--- src/rtl/key_fetch_ctrl.sv ---
// Fetches an allow-listed key word from the key store for the crypto consumer; key_valid 3 cycles after the request (1-cycle store).
// Requests stall (req_ready=0) until the key is taken or an error pulses; define KEY_ZEROIZE_EN to wipe the key after hand-off.
module key_fetch_ctrl #(
  parameter int                 WIDTH      = 256,
  parameter int                 LENGTH     = 16,
  parameter logic [LENGTH-1:0]  ALLOW_MASK = 16'h3C04,
  parameter int                 TIMEOUT    = 8,
  localparam int                AW         = (LENGTH > 1) ? $clog2(LENGTH) : 1
) (
  input  logic             clk,
  input  logic             rst_n,
  input  logic             req_valid,
  output logic             req_ready,
  input  logic [AW-1:0]    req_addr,
  output logic             mem_rd_en,
  output logic [AW-1:0]    mem_addr,
  input  logic [WIDTH-1:0] mem_rdData,
  input  logic             mem_rdData_valid,
  output logic             key_valid,
  input  logic             key_ready,
  output logic [WIDTH-1:0] key_data,
  output logic             err_valid,
  output logic [1:0]       err_code
);

  localparam int             CW     = $clog2(TIMEOUT + 1);
  localparam logic [AW:0]    LEN_W  = (AW + 1)'(LENGTH);
  localparam logic [CW-1:0]  CNT_LAST = CW'(TIMEOUT - 1);

  typedef enum logic [2:0] {
    S_IDLE,
    S_READ,
    S_WAIT,
    S_HOLD,
    S_ERR
  } state_t;

  state_t           r_state;
  state_t           w_state_nxt;
  logic [AW-1:0]    r_addr;
  logic [WIDTH-1:0] r_key;
  logic [CW-1:0]    r_cnt;
  logic [1:0]       r_err_code;
  logic             w_in_range;
  logic             w_allowed;
  logic             w_timeout;

  // Addresses past the end of the store are denied even if the mask index aliases.
  assign w_in_range = ({1'b0, req_addr} < LEN_W);
  assign w_allowed  = w_in_range && ALLOW_MASK[req_addr];
  assign w_timeout  = (r_cnt == CNT_LAST);

  always_ff @(posedge clk or negedge rst_n) begin
    if (!rst_n) begin
      r_state <= S_IDLE;
    end else begin
      r_state <= w_state_nxt;
    end
  end

  always_comb begin
    w_state_nxt = r_state;
    req_ready   = 1'b0;
    mem_rd_en   = 1'b0;
    key_valid   = 1'b0;
    err_valid   = 1'b0;
    err_code    = 2'b00;
    case (r_state)
      S_IDLE: begin
        req_ready = 1'b1;
        if (req_valid) begin
          w_state_nxt = w_allowed ? S_READ : S_ERR;
        end
      end
      S_READ: begin
        mem_rd_en   = 1'b1;
        w_state_nxt = S_WAIT;
      end
      S_WAIT: begin
        if (mem_rdData_valid) begin
          w_state_nxt = S_HOLD;
        end else if (w_timeout) begin
          w_state_nxt = S_ERR;
        end
      end
      S_HOLD: begin
        key_valid = 1'b1;
        if (key_ready) begin
          w_state_nxt = S_IDLE;
        end
      end
      S_ERR: begin
        err_valid   = 1'b1;
        err_code    = r_err_code;
        w_state_nxt = S_IDLE;
      end
      default: begin
        w_state_nxt = S_IDLE;
      end
    endcase
  end

  always_ff @(posedge clk or negedge rst_n) begin
    if (!rst_n) begin
      r_addr     <= '0;
      r_key      <= '0;
      r_cnt      <= '0;
      r_err_code <= 2'b00;
    end else begin
      if (r_state == S_IDLE && req_valid) begin
        r_addr     <= req_addr;
        r_err_code <= w_allowed ? 2'b00 : 2'b01;
      end

      // Counter runs only while waiting so each fetch starts its timeout window from zero.
      if (r_state == S_WAIT && !mem_rdData_valid) begin
        r_cnt <= r_cnt + CW'(1);
      end else begin
        r_cnt <= '0;
      end

      if (r_state == S_WAIT && mem_rdData_valid) begin
        r_key <= mem_rdData;
      end
      if (r_state == S_WAIT && !mem_rdData_valid && w_timeout) begin
        r_err_code <= 2'b10;
      end

`ifdef KEY_ZEROIZE_EN
      if (r_state == S_HOLD && key_ready) begin
        r_key <= '0;
      end
`endif
    end
  end

  assign mem_addr = r_addr;
  assign key_data = r_key;

endmodule
--- config.mk ---
export PLATFORM = sky130hd
export DESIGN_NAME = key_fetch_ctrl
export DESIGN_NICKNAME = d
export VERILOG_FILES = /design/src/rtl/key_fetch_ctrl.sv
export SDC_FILE = /design/constraint.sdc
export NUM_CORES = 1
export LEC_CHECK = 0
export BUFFER_PORTS_ARGS = -buffer_cell sky130_fd_sc_hd__buf_2
export CAP_MARGIN = 20
export CORE_AREA = 4 4 203 205
export CTS_BUF_LIST = sky130_fd_sc_hd__clkbuf_8 sky130_fd_sc_hd__clkbuf_16
export DETAILED_ROUTE_END_ITERATION = 8
export DIE_AREA = 0 0 207 209
export SYNTH_ARGS = -nofsm -noshare
export SYNTH_HDL_FRONTEND = slang
export SYNTH_SLANG_ARGS = --single-unit
--- constraint.sdc ---
create_clock -name clk -period 1.65 [get_ports clk]
set_input_delay 0.2475 -clock clk [delete_from_list [all_inputs] [get_ports clk]]
set_output_delay 0.2475 -clock clk [all_outputs]
set_load 0.01 [all_outputs]
Yosys cells after proc, flatten, opt, wreduce, memory -nomap -nowiden. Memory sizes are Yosys's and may differ from the RTL's. Index checks and enable logic that the tools add are counted.

Memories kept: 1. Output and inout port bits: 266. Flip-flop bits (word level): 269. Memory bits (read-only): 16.

Muxes and demuxes: 16. Add/sub/neg operators: 1. $lt $le $gt $ge: 1. Reductions and logical operators: 8. Equality and inequality tests: 8.

Memories: (name not given) (depth 16, bits a word 1, read ports 1, clocked after memory_dff 0, wr ports 0, RTL line 50) `assign w_allowed = w_in_range && ALLOW_MASK[req_addr];`.

Operator list (count): 2-to-1 mux 3 bit (5); one-hot mux 3 bit (4 select lines) (1); == test 3 x 2 -> 1 bit (second input constant) (2); 2-to-1 mux 1 bit (6); 2-to-1 mux 2 bit (3); < comparator 4 x 5 -> 1 bit (second input constant) (1); adder 4 x 1 -> 4 bit (second input constant) (1); == test 4 x 3 -> 1 bit (second input constant) (1); logical AND 1 bit (4); 2-to-1 mux 4 bit (1); != test 2 bit (second input constant) (2); == test 3 x 1 -> 1 bit (second input constant) (1); == test 3 bit (second input constant) (1); logical NOT 3 bit (1); != test 3 bit (second input constant) (1); AND reduction 3 bit (1); nonzero test 2 bit (1); logical NOT 1 bit (1).

Longest topological paths before layout. Gate-level depths: netlist (run 1).

Depth in word-level cells: 5. Gate-level depth with buffers: 6.

Worst setup path before layout (run 1). OpenSTA, ideal clock, no wires.

Path kind: register to register. Start: register r_state[0]. End: register r_addr[0] (netlist: mem_addr[0]). Period minus slack after synthesis: 1.723 ns. Required time: 1.525 ns. Data arrival time: 1.599 ns. Stages on the path, launching flop included: 6. Slack: -0.073 ns. Cells stage by stage: dfrtp_1 -> buf_2 -> nor3_1 -> and2_1 -> buf_2 -> mux2_2.

Longest elaborated chain between the ends: 2.

RTL lines: start: declaration (RTL line 38) `state_t r_state;`; start signal: assignment (RTL line 57) `r_state <= w_state_nxt;`; logical NOT 3 bit (RTL line 110) `if (r_state == S_IDLE && req_valid) begin`; logical AND 1 bit (RTL line 110); end signal: assignment (RTL line 111) `r_addr <= req_addr;`; end: declaration (RTL line 40) `logic [AW-1:0] r_addr;`.

No other way between the ends. A chain may end at the register's enable or synchronous reset.

Final worst setup path (run 1).
Start: register r_state[1]. End: register r_key[59] (netlist: key_data[59]).

Longest elaborated chain between the ends: 2.

RTL lines: == test 3 x 2 -> 1 bit (RTL line 122) `if (r_state == S_WAIT && mem_rdData_valid) begin`; logical AND 1 bit (RTL line 122); end signal: assignment (RTL line 123) `r_key <= mem_rdData;`; end: declaration (RTL line 41) `logic [WIDTH-1:0] r_key;`.

No other way between the ends.

==> results of run 1 <==
==> cell usage in the layout (no fill, tap or decap), types with 2 or more instances in the layout <==
| cell | instances |
|---|---|
| and3_4 | 2 |
| and3b_1 | 2 |
| buf_12 | 19 |
| buf_16 | 3 |
| buf_2 | 526 |
| buf_4 | 28 |
| buf_6 | 11 |
| bufinv_16 | 3 |
| clkbuf_16 | 35 |
| clkbuf_8 | 4 |
| clkinv_2 | 7 |
| clkinvlp_4 | 3 |
| dfrtp_1 | 269 |
| diode_2 | 2 |
| dlygate4sd3_1 | 262 |
| inv_1 | 9 |
| mux2_1 | 157 |
| mux2_2 | 30 |
| mux2_4 | 73 |
| nand2_1 | 2 |
| nand2b_1 | 3 |
| nor2_1 | 8 |
==> power breakdown <==
group	internal, mW	total, mW	switching (mW)
registers	9.94	11.7	1.78
logic	6.91	12.9	5.98
clock network	4.04	6.75	2.71
==> repair_timing <==
action | CTS | global route
gates cloned | 2 | 4
hold endpoints to repair | 408 | 0
buffers inserted | 8 | 7
pin swaps | 3 | 3
gates resized for setup | 32 | 73
setup endpoints to repair | 188 | 263
hold buffers | 262 | 0
==> synth_stat cells (all sizes together) <==
cell type  count
and3b          2
a2bb2oi        1
a211oi         1
a21oi          1
o21ai          1
mux2i          1
o22ai          1
clkbuf         1
nand2b         4
nand3          1
nor3b          2
inv            3
a31oi          1
nor2           9
o21a           1
mux2         260
nand2          2
xnor2          1
or3            1
nor2b          1
and3           2
buf           31
dfrtp        269
nor3           2
and2           2
ha             1
a311oi         1
xor2           1
nand3b         1
==> sequential cells by signal, indices dropped and copies added (netlist names) <==
register	flops
r_state	3
r_cnt	4
r_err_code	2
mem_addr	4
key_data	256
==> logic make-up after synthesis <==
family | after synthesis
xor+xnor | 2
flops | 269
fa+ha+maj | 1
mux | 261
simple gates | 29
buf+inv | 35
compound gates | 8
==> per-layer routing <==
metal,share of wire (%),wire [um],track usage (%),up-vias
met5,0,0,0,-
met4,2.7,992,3.85,0
met3,7.0,2580,4.74,48
met2,53,19500,29.7,382
met1,38,14000,17.9,4160
li1,-,-,-,3842
==> path summary, 6_finish.rpt <==
kind	from	end	slack, ns
min in group clk	mem_rdData_valid	r_err_code[1]	0.14
max	r_state[1]	key_data[59]	-0.15
min	rst_n	key_data[54]	0.10
max reg2reg	r_state[1]	key_data[59]	-0.15
max in group asynchronous	rst_n	key_data[91]	0.85
min reg2reg	r_cnt[0]	r_cnt[0]	0.45
==> cell type report <==
cell class              count  share of cell area, %
multi-input cells         301                   19.4
repair buffers            854                   34.1
inverters                   3                 0.0622
flip-flops and latches    269                   37.2
clock buffers              35                   4.59
diodes                      2                 0.0277
clock inverters            20                  0.989
well taps                 525                   3.63
==> stage by stage <==
step                instances  power (mW)  instance area (sq um)  setup WS [ns]
detailed placement       1671        22.3                  13800        -0.0572
CTS                      1997        30.3                  17700         -0.122
floorplan                 605        17.0                  10300        -0.0137
finish                   2009        31.4                  18100         -0.146
global route             2009        33.1                  18100         -0.208
global placement         1671        22.0                  13800        -0.0109
==> impl_results.md, run 1 <==
- Status: complete, but fails checks
- Failing checks: negative setup slack
- FF+latch area: 6730 sq um
- Clk Latency, worst-skew pair: 0.55 ns
- Main combinational cell family by area after synthesis: multiplexers
- Largest stage delay, worst path: 0.38 ns
- Total number of vias: 8432
- PD cells: 1730 nW/um^2
- Hold Fails Final Rpt: 0
- FP Rows: 73
- CP delay by family, top: buffers and inverters
- Final setup violation count: 262
- Final min period: 1.80 ns
- WP depth: 8
- TritonCTS buffer count: 30
- Antenna violations before repair: 2
- CTS root buf: clkbuf_16
- Synth Area in Adders: 0.122%
- Static Leak: 8.78 nW
- Die W: 207 um
- Routed length per instance: 18.4 um
- Worst-case reg-to-reg path depth: 8
- Area leader, netlist: dfrtp_1
- All-Layer GR Usage: 15.9%
- Kind of critical path: reg -> reg
- Mux cell area share after synthesis: 28.5%
- Synth cell types: 34
- Total wire length: 37000 um
- Number of I/O port buffers: 530
- Simple-gate share of the synthesized area: 1.65%
- Die height: 209 um
- RSZ-0062 raised after global routing: yes
- RePlAce Congestion: 0.822
- WP data required: 2.07 ns
- Via density: 4.20
- Starting Density: 26.1%
- Crit path arrival time: 2.22 ns
- Top cell type's share of synthesized area: 65.4%
- Post-layout util: 45.9%
- Critical Path Most Common Cell: buf_12
- Maximum clock rate: 0.557 GHz
- CTS max path bufs: 3
- Multi-input logic area: 3510 sq um
- Average size of a mapped cell: 17.0 sq um
- DRT iter0 DRCs: 363
- Slew @ Worst Pin: 0.393 ns
- Pin count of the biggest net entering global routing: 68
- Final hold slack: 0.101 ns
- Num Clock Sinks: 269
- Register area share after synthesis: 65.4%
- Cell chain of the critical path: buf_6 -> nand2b_4 -> nor3b_4 -> buf_4 -> buf_12 -> buf_12 -> buf_16 -> mux2_1
- Crit-path slowest cell: dfrtp_1
- Synth warn: 0
- # DRC: 0
- Final setup TNS: -15.11 ns
- Post-synthesis register bit count: 269
- Number of global-route vias before repair: 9560
- Top-Level Pins: 531
- GRT overflow: 0
- Clk_skew: 0.0132 ns
- Slew headroom: 73.8%
- Drt first pass iters: 4
- # nets final: 1725
- Slew Limit Fails: 0
- Synth Area in Compound Gates: 0.535%
- Fraction of layout cells with a size suffix above 1: 50.7%
- # fillers: 3472
- DP HPWL: 24400 um
- Layout area overhead: 75.7%
- XOR/XNOR Fraction of Synth Area: 0.170%
- Syn Inst Count: 605
- Crit path capture type: flip-flop
- Max cap viols: 0
- DRT antenna net count: 0
- Hold crit path type: in -> async
- Crit path buffers/inverters: 5
- Syn nets: 871
- CP max FO: 18
- Die ar.: 43300 sq um
- Reg clk slew, reported paths: 0.07 ns
- Peak supply drop: 1.17 mV
- Min setup slack post-route: -0.146 ns
- H-tree depth: 1
- Top post-synthesis cells by area: dfrtp_1, mux2_1, mux2_2, buf_8, buf_6
- Startpoint Class: flip-flop
- Crit share post-route: 109%
- Synthesized area: 10300 sq um
- CTS tree: built
- Core ar.: 39500 sq um
- First-pass GRT wire length: 55900 um
No activity file was read; power rests on OpenSTA's default activity.
==> inputs of run 2 (changes only) <==
- clock period: 1.65 -> 1.8 ns (I/O delays scaled with it)
==> impl_results.md, run 2 (same netlist as run 1, synthesis figures left out) <==
- Status: finished clean
- Leading cell type in the layout, fill and taps excluded: buf_2
- Max FFs per register: 256
- Largest stage delay, worst path: 0.39 ns
- Core ar.: 39500 sq um
- First-pass GRT wire length: 52900 um
- Num Clock Sinks: 269
- Final Cell Area: 17600 sq um
- Final setup violation count: 0
- Grt met2 use: 26.7%
- CTS max path bufs: 3
- GR peak layer: met2
- Maximum clock rate: 0.560 GHz
- Drt first pass iters: 6
- CTS root buf: clkbuf_16
- CP delay by family, top: buffers and inverters
- Top-Level Pins: 531
- Number of I/O port buffers: 530
- Number of global-route vias before repair: 9451
- Crit share post-route: 99.2%
- Antenna violations before repair: 0
- Starting Density: 26.1%
- Slew Limit Fails: 0
- Commonest cells after routing, fill and taps aside: buf_2, dfrtp_1, dlygate4sd3_1
- Crit path buffers/inverters: 4
- Cell chain of the critical path: buf_4 -> nor3b_4 -> buf_6 -> buf_12 -> clkbuf_16 -> mux2_1
- Kind of critical path: reg -> reg
- CTS tree: built
- Clk Latency, worst-skew pair: 0.54 ns
- RePlAce Congestion: 0.876
- Max cap viols: 0
- Multi-input logic area: 3240 sq um
- Crit path capture type: flip-flop
- Pre-CTS setup slack: 0.0136 ns
- Pin count of the biggest net entering global routing: 68
- Total number of vias: 8350
- Startpoint Class: flip-flop
- # DRC: 0
- Hold crit path type: in -> reg
- TritonCTS buffer count: 28
- Min setup slack post-route: 0.0147 ns
- Die ar.: 43300 sq um
- Peak supply drop: 1.01 mV
- Met3 GRT Util: 4.17%
- Via density: 4.20
- # fillers: 3484
- DRT iter0 DRCs: 289
- DP HPWL: 23000 um
- GRT overflow: 0
- Fraction of layout cells with a size suffix above 1: 45.1%
- PD cells: 1550 nW/um^2
- DRT antenna net count: 0
- Slew headroom: 73.1%
- H-tree depth: 1
- Hold Fails Final Rpt: 0
- All-Layer GR Usage: 14.8%
- # nets final: 1710
- Crit path arrival time: 2.20 ns
- Final min period: 1.79 ns
- Total wire length: 34600 um
- FF+latch area: 6730 sq um
- Slew @ Worst Pin: 0.404 ns
- RSZ-0062 raised after global routing: yes
- Routed length per instance: 17.4 um
- CP max FO: 12
- Die W: 207 um
- WP data required: 2.21 ns
- Static Leak: 8.50 nW
- Clk_skew: 0.00766 ns
- Dpl cell area: 13700 sq um
- Die height: 209 um
- Met1 Use GR: 16.9%
- FP Rows: 73
- Crit-path slowest cell: dfrtp_1
- Reg clk slew, reported paths: 0.06 ns
- Layout area overhead: 71.4%
## run 2: changes by cell type in the layout (fill, tap and decap cells not counted), sizes merged
cell / previous run / this run
buf: 588 / 571
clkinvlp: 3 / 0
diode: 2 / 1
inv: 9 / 10
clkinv: 8 / 3
clkbuf: 39 / 45
## run 2: area by class of cell
class                      instances  share of cell area, %
antenna                            1                 0.0142
clock buffer                      37                   4.74
clock inverter                    13                  0.744
inverter                           3                 0.0638
multi-input combinational        301                   18.3
sequential                       269                   38.1
tap                              525                   3.72
timing repair buffer             841                   34.2
## run 2: per-stage QoR
stage	TNS [ns]	util (%)	total power, mW	hold WS (ns)	instances
CTS	0	43.9	27.1	0.150	1976
floorplan	0	-	15.6	-0.0256	605
global route	-0.361	44.7	29.1	0.175	1989
detailed placement	0	34.7	20.4	0.202	1663
finish	0	44.7	27.4	0.187	1990
global placement	0	34.7	20.2	0.204	1663
## run 2: tightest hold or removal path: cells and delay by family
kind / cells / cell delay (ns)
compound gates: 2 / 0.23
buf+inv: 1 / 0.11
simple gates: 1 / 0.08
## run 2: repair_timing
action / 4_1_cts / 5_1_grt
pin swaps: 2 / 0
cloned: 0 / 9
endpoints found under the setup margin: 21 / 145
buffers inserted: 2 / 4
hold buffers: 262 / 0
resized for setup: 9 / 19
endpoints found under the hold margin: 339 / 0
## run 2: report_power, final
part,internal (mW),switching [mW]
Clock,3.65,2.33
Sequential,9.11,1.60
Combinational,5.50,5.24
Total,18.3,9.16
## run 2: metal layers
metal / vias to the layer above / wire (um)
met3: 72 / 2550
met1: 4085 / 13500
met5: - / 0
met2: 381 / 17500
li1: 3812 / -
met4: 0 / 1070
## run 2: path summary, 6_finish.rpt
path                                  start             to  slack [ns]  depth (start not counted)
hold / removal             mem_rdData_valid     r_state[1]        0.19                          4
min in group asynchronous             rst_n  key_data[179]        0.28                          2
setup reg to reg                 r_state[0]  key_data[155]        0.01                          6
setup / recovery                 r_state[0]  key_data[155]        0.01                          6
max in group asynchronous             rst_n  key_data[237]        0.80                          3
hold reg to reg                    r_cnt[0]       r_cnt[0]        0.46                          1
==> inputs of run 3 (changes only) <==
- REMOVE_ABC_BUFFERS: not set -> 1
- clock period: 1.8 -> 1.6 ns (I/O delays scaled with it)
==> impl_results.md, run 3 (same netlist as run 1, synthesis figures left out) <==
- Peak supply drop: 1.09 mV
- Number of I/O port buffers: 530
- Worst-case reg-to-reg path depth: 6
- Drt first pass iters: 4
- H-tree depth: 1
- Pin count of the biggest net entering global routing: 54
- # DRC: 0
- DP HPWL: 23300 um
- PD cells: 1820 nW/um^2
- Leading cell type in the layout, fill and taps excluded: buf_2
- Pint: 23.4 mW
- # fillers: 3326
- Slew Limit Fails: 0
- Clk_skew: 0.0161 ns
- Failing checks: negative setup slack
- Post-Layout Cell Count: 2019
- All-Layer GR Usage: 14.9%
- Clk Latency, worst-skew pair: 0.55 ns
- Max FFs per register: 256
- Core ar.: 39500 sq um
- Die W: 207 um
- Critical R2R Capture: key_data[243]
- Final min period: 1.78 ns
- Starting Density: 26.1%
- R2R setup slack: -0.18 ns
- GRT overflow: 0
- Die height: 209 um
- Crit path capture type: flip-flop
- # nets final: 1743
- CTS max path bufs: 3
- Final Cell Area: 19100 sq um
- DRT antenna net count: 0
- Startpoint Class: flip-flop
- Crit share post-route: 111%
- Clock power share: 17.3%
- Maximum clock rate: 0.561 GHz
- Total number of vias: 8759
- Placed Cells incl. Taps: 1676
- Switching part of the total: 32.8%
- Slew headroom: 63.6%
- TritonCTS buffer count: 28
- RePlAce Congestion: 0.844
- Via density: 4.34
- Slew @ Worst Pin: 0.546 ns
- Min setup slack post-route: -0.182 ns
- Worst Setup EP: key_data[243]
- Post-layout util: 48.5%
- Kind of critical path: reg -> reg
- Top-Level Pins: 531
- Hold crit path type: in -> reg
- FP Rows: 73
- Reg clk slew, reported paths: 0.05 ns
- Number of global-route vias before repair: 9595
- Status: complete, but fails checks
- Routed length per instance: 19.8 um
- DRT iter0 DRCs: 364
- NetSw: 11.4 mW
- Share of power burned in registers: 35.7%
- Static Leak: 9.46 nW
- CTS tree: built
- CP max FO: 8
- Antenna violations before repair: 2
- Fraction of layout cells with a size suffix above 1: 61.5%
- Pre-CTS setup slack: -0.169 ns
- First-pass GRT wire length: 53200 um
- Die ar.: 43300 sq um
- Max cap viols: 0
- Commonest cells after routing, fill and taps aside: buf_2, dfrtp_1, dlygate4sd3_1
- Total wire length: 40100 um
- RSZ-0062 raised after global routing: yes
- Num Clock Sinks: 269
- Logic pwr share: 47.0%
- Crit path arrival time: 2.21 ns
- CTS root buf: clkbuf_16
- Final hold slack: 0.157 ns
- Critical path origin: r_state[2]
- Final setup violation count: 263
- Dpl cell area: 13800 sq um
- WP data required: 2.02 ns
- Hold Fails Final Rpt: 0
- Layout area overhead: 85.8%
- RR Startpoint: r_state[2]
run 3: changes by cell type in the layout (fill, tap and decap cells not counted), moves of 4 or more:
cell / before / now
clkbuf_8: 8 / 4
mux2_2: 30 / 15
clkbuf_16: 37 / 47
buf_12: 8 / 19
mux2_1: 228 / 0
buf_8: 1 / 18
mux2_4: 2 / 245
buf_6: 11 / 4
run 3: worst max-delay path, stage by stage (launching register included):
cell and delay [ns]:
dfrtp_1 0.37, nand2b_4 0.15, nor3b_4 0.25, buf_12 0.20, buf_16 0.18, clkbuf_16 0.17
mux2_2 0.33
run 3: routing by layer:
layer	track usage, %	share of wire, %
met5	0	0.017
met4	5.13	2.7
met3	3.80	6.1
met2	26.9	53
met1	17.2	38
run 3: what timing repair did:
item	4_1_cts	5_1_grt
resized for setup	25	303
hold buffers	262	0
hold endpoints to repair	302	0
gates cloned	1	24
pin swaps	5	1
buffers inserted	7	3
endpoints found under the setup margin	265	268
run 3: metrics by stage:
stage | TNS [ns] | power [mW]
2_1_floorplan | -1612.00 | 16.8
3_3_place_gp | -28.85 | 22.7
3_5_place_dp | -29.91 | 23.1
4_1_cts | -29.90 | 30.0
5_1_grt | -47.23 | 36.5
6_report | -30.09 | 34.8
run 3: layout make-up:
cell class	count	area, sq um	share of cell area, %
Clock buffer	33	781	4.08
Clock inverter	13	55.1	0.288
Tap cell	525	657	3.43
Antenna cell	1	2.50	0.0131
Inverter	3	11.3	0.0589
Sequential cell	269	6730	35.2
Multi-Input combinational cell	301	4150	21.7
Timing Repair Buffer	874	6740	35.2
run 3: worst min path at each step:
stage                          endpoint        startpoint  slack, ns  cells after the start
after floorplan             key_data[0]             rst_n      -0.06                      0
after CTS                    r_state[2]  mem_rdData_valid       0.12                      3
final                        r_state[2]  mem_rdData_valid       0.16                      3
after global routing      r_err_code[1]         req_valid       0.18                      3
after detailed placement  key_data[192]             rst_n       0.24                      1
after global placement     key_data[79]             rst_n       0.24                      1
run 3: power groups by stage:
stage               registers (mW)  clock network, mW  logic (mW)
floorplan                     13.5                  0        3.36
global placement              12.0                  0        10.8
detailed placement            12.1                  0        11.0
CTS                           12.0               6.16        11.8
global route                  12.8               6.42        17.3
finish                        12.4               6.02        16.4
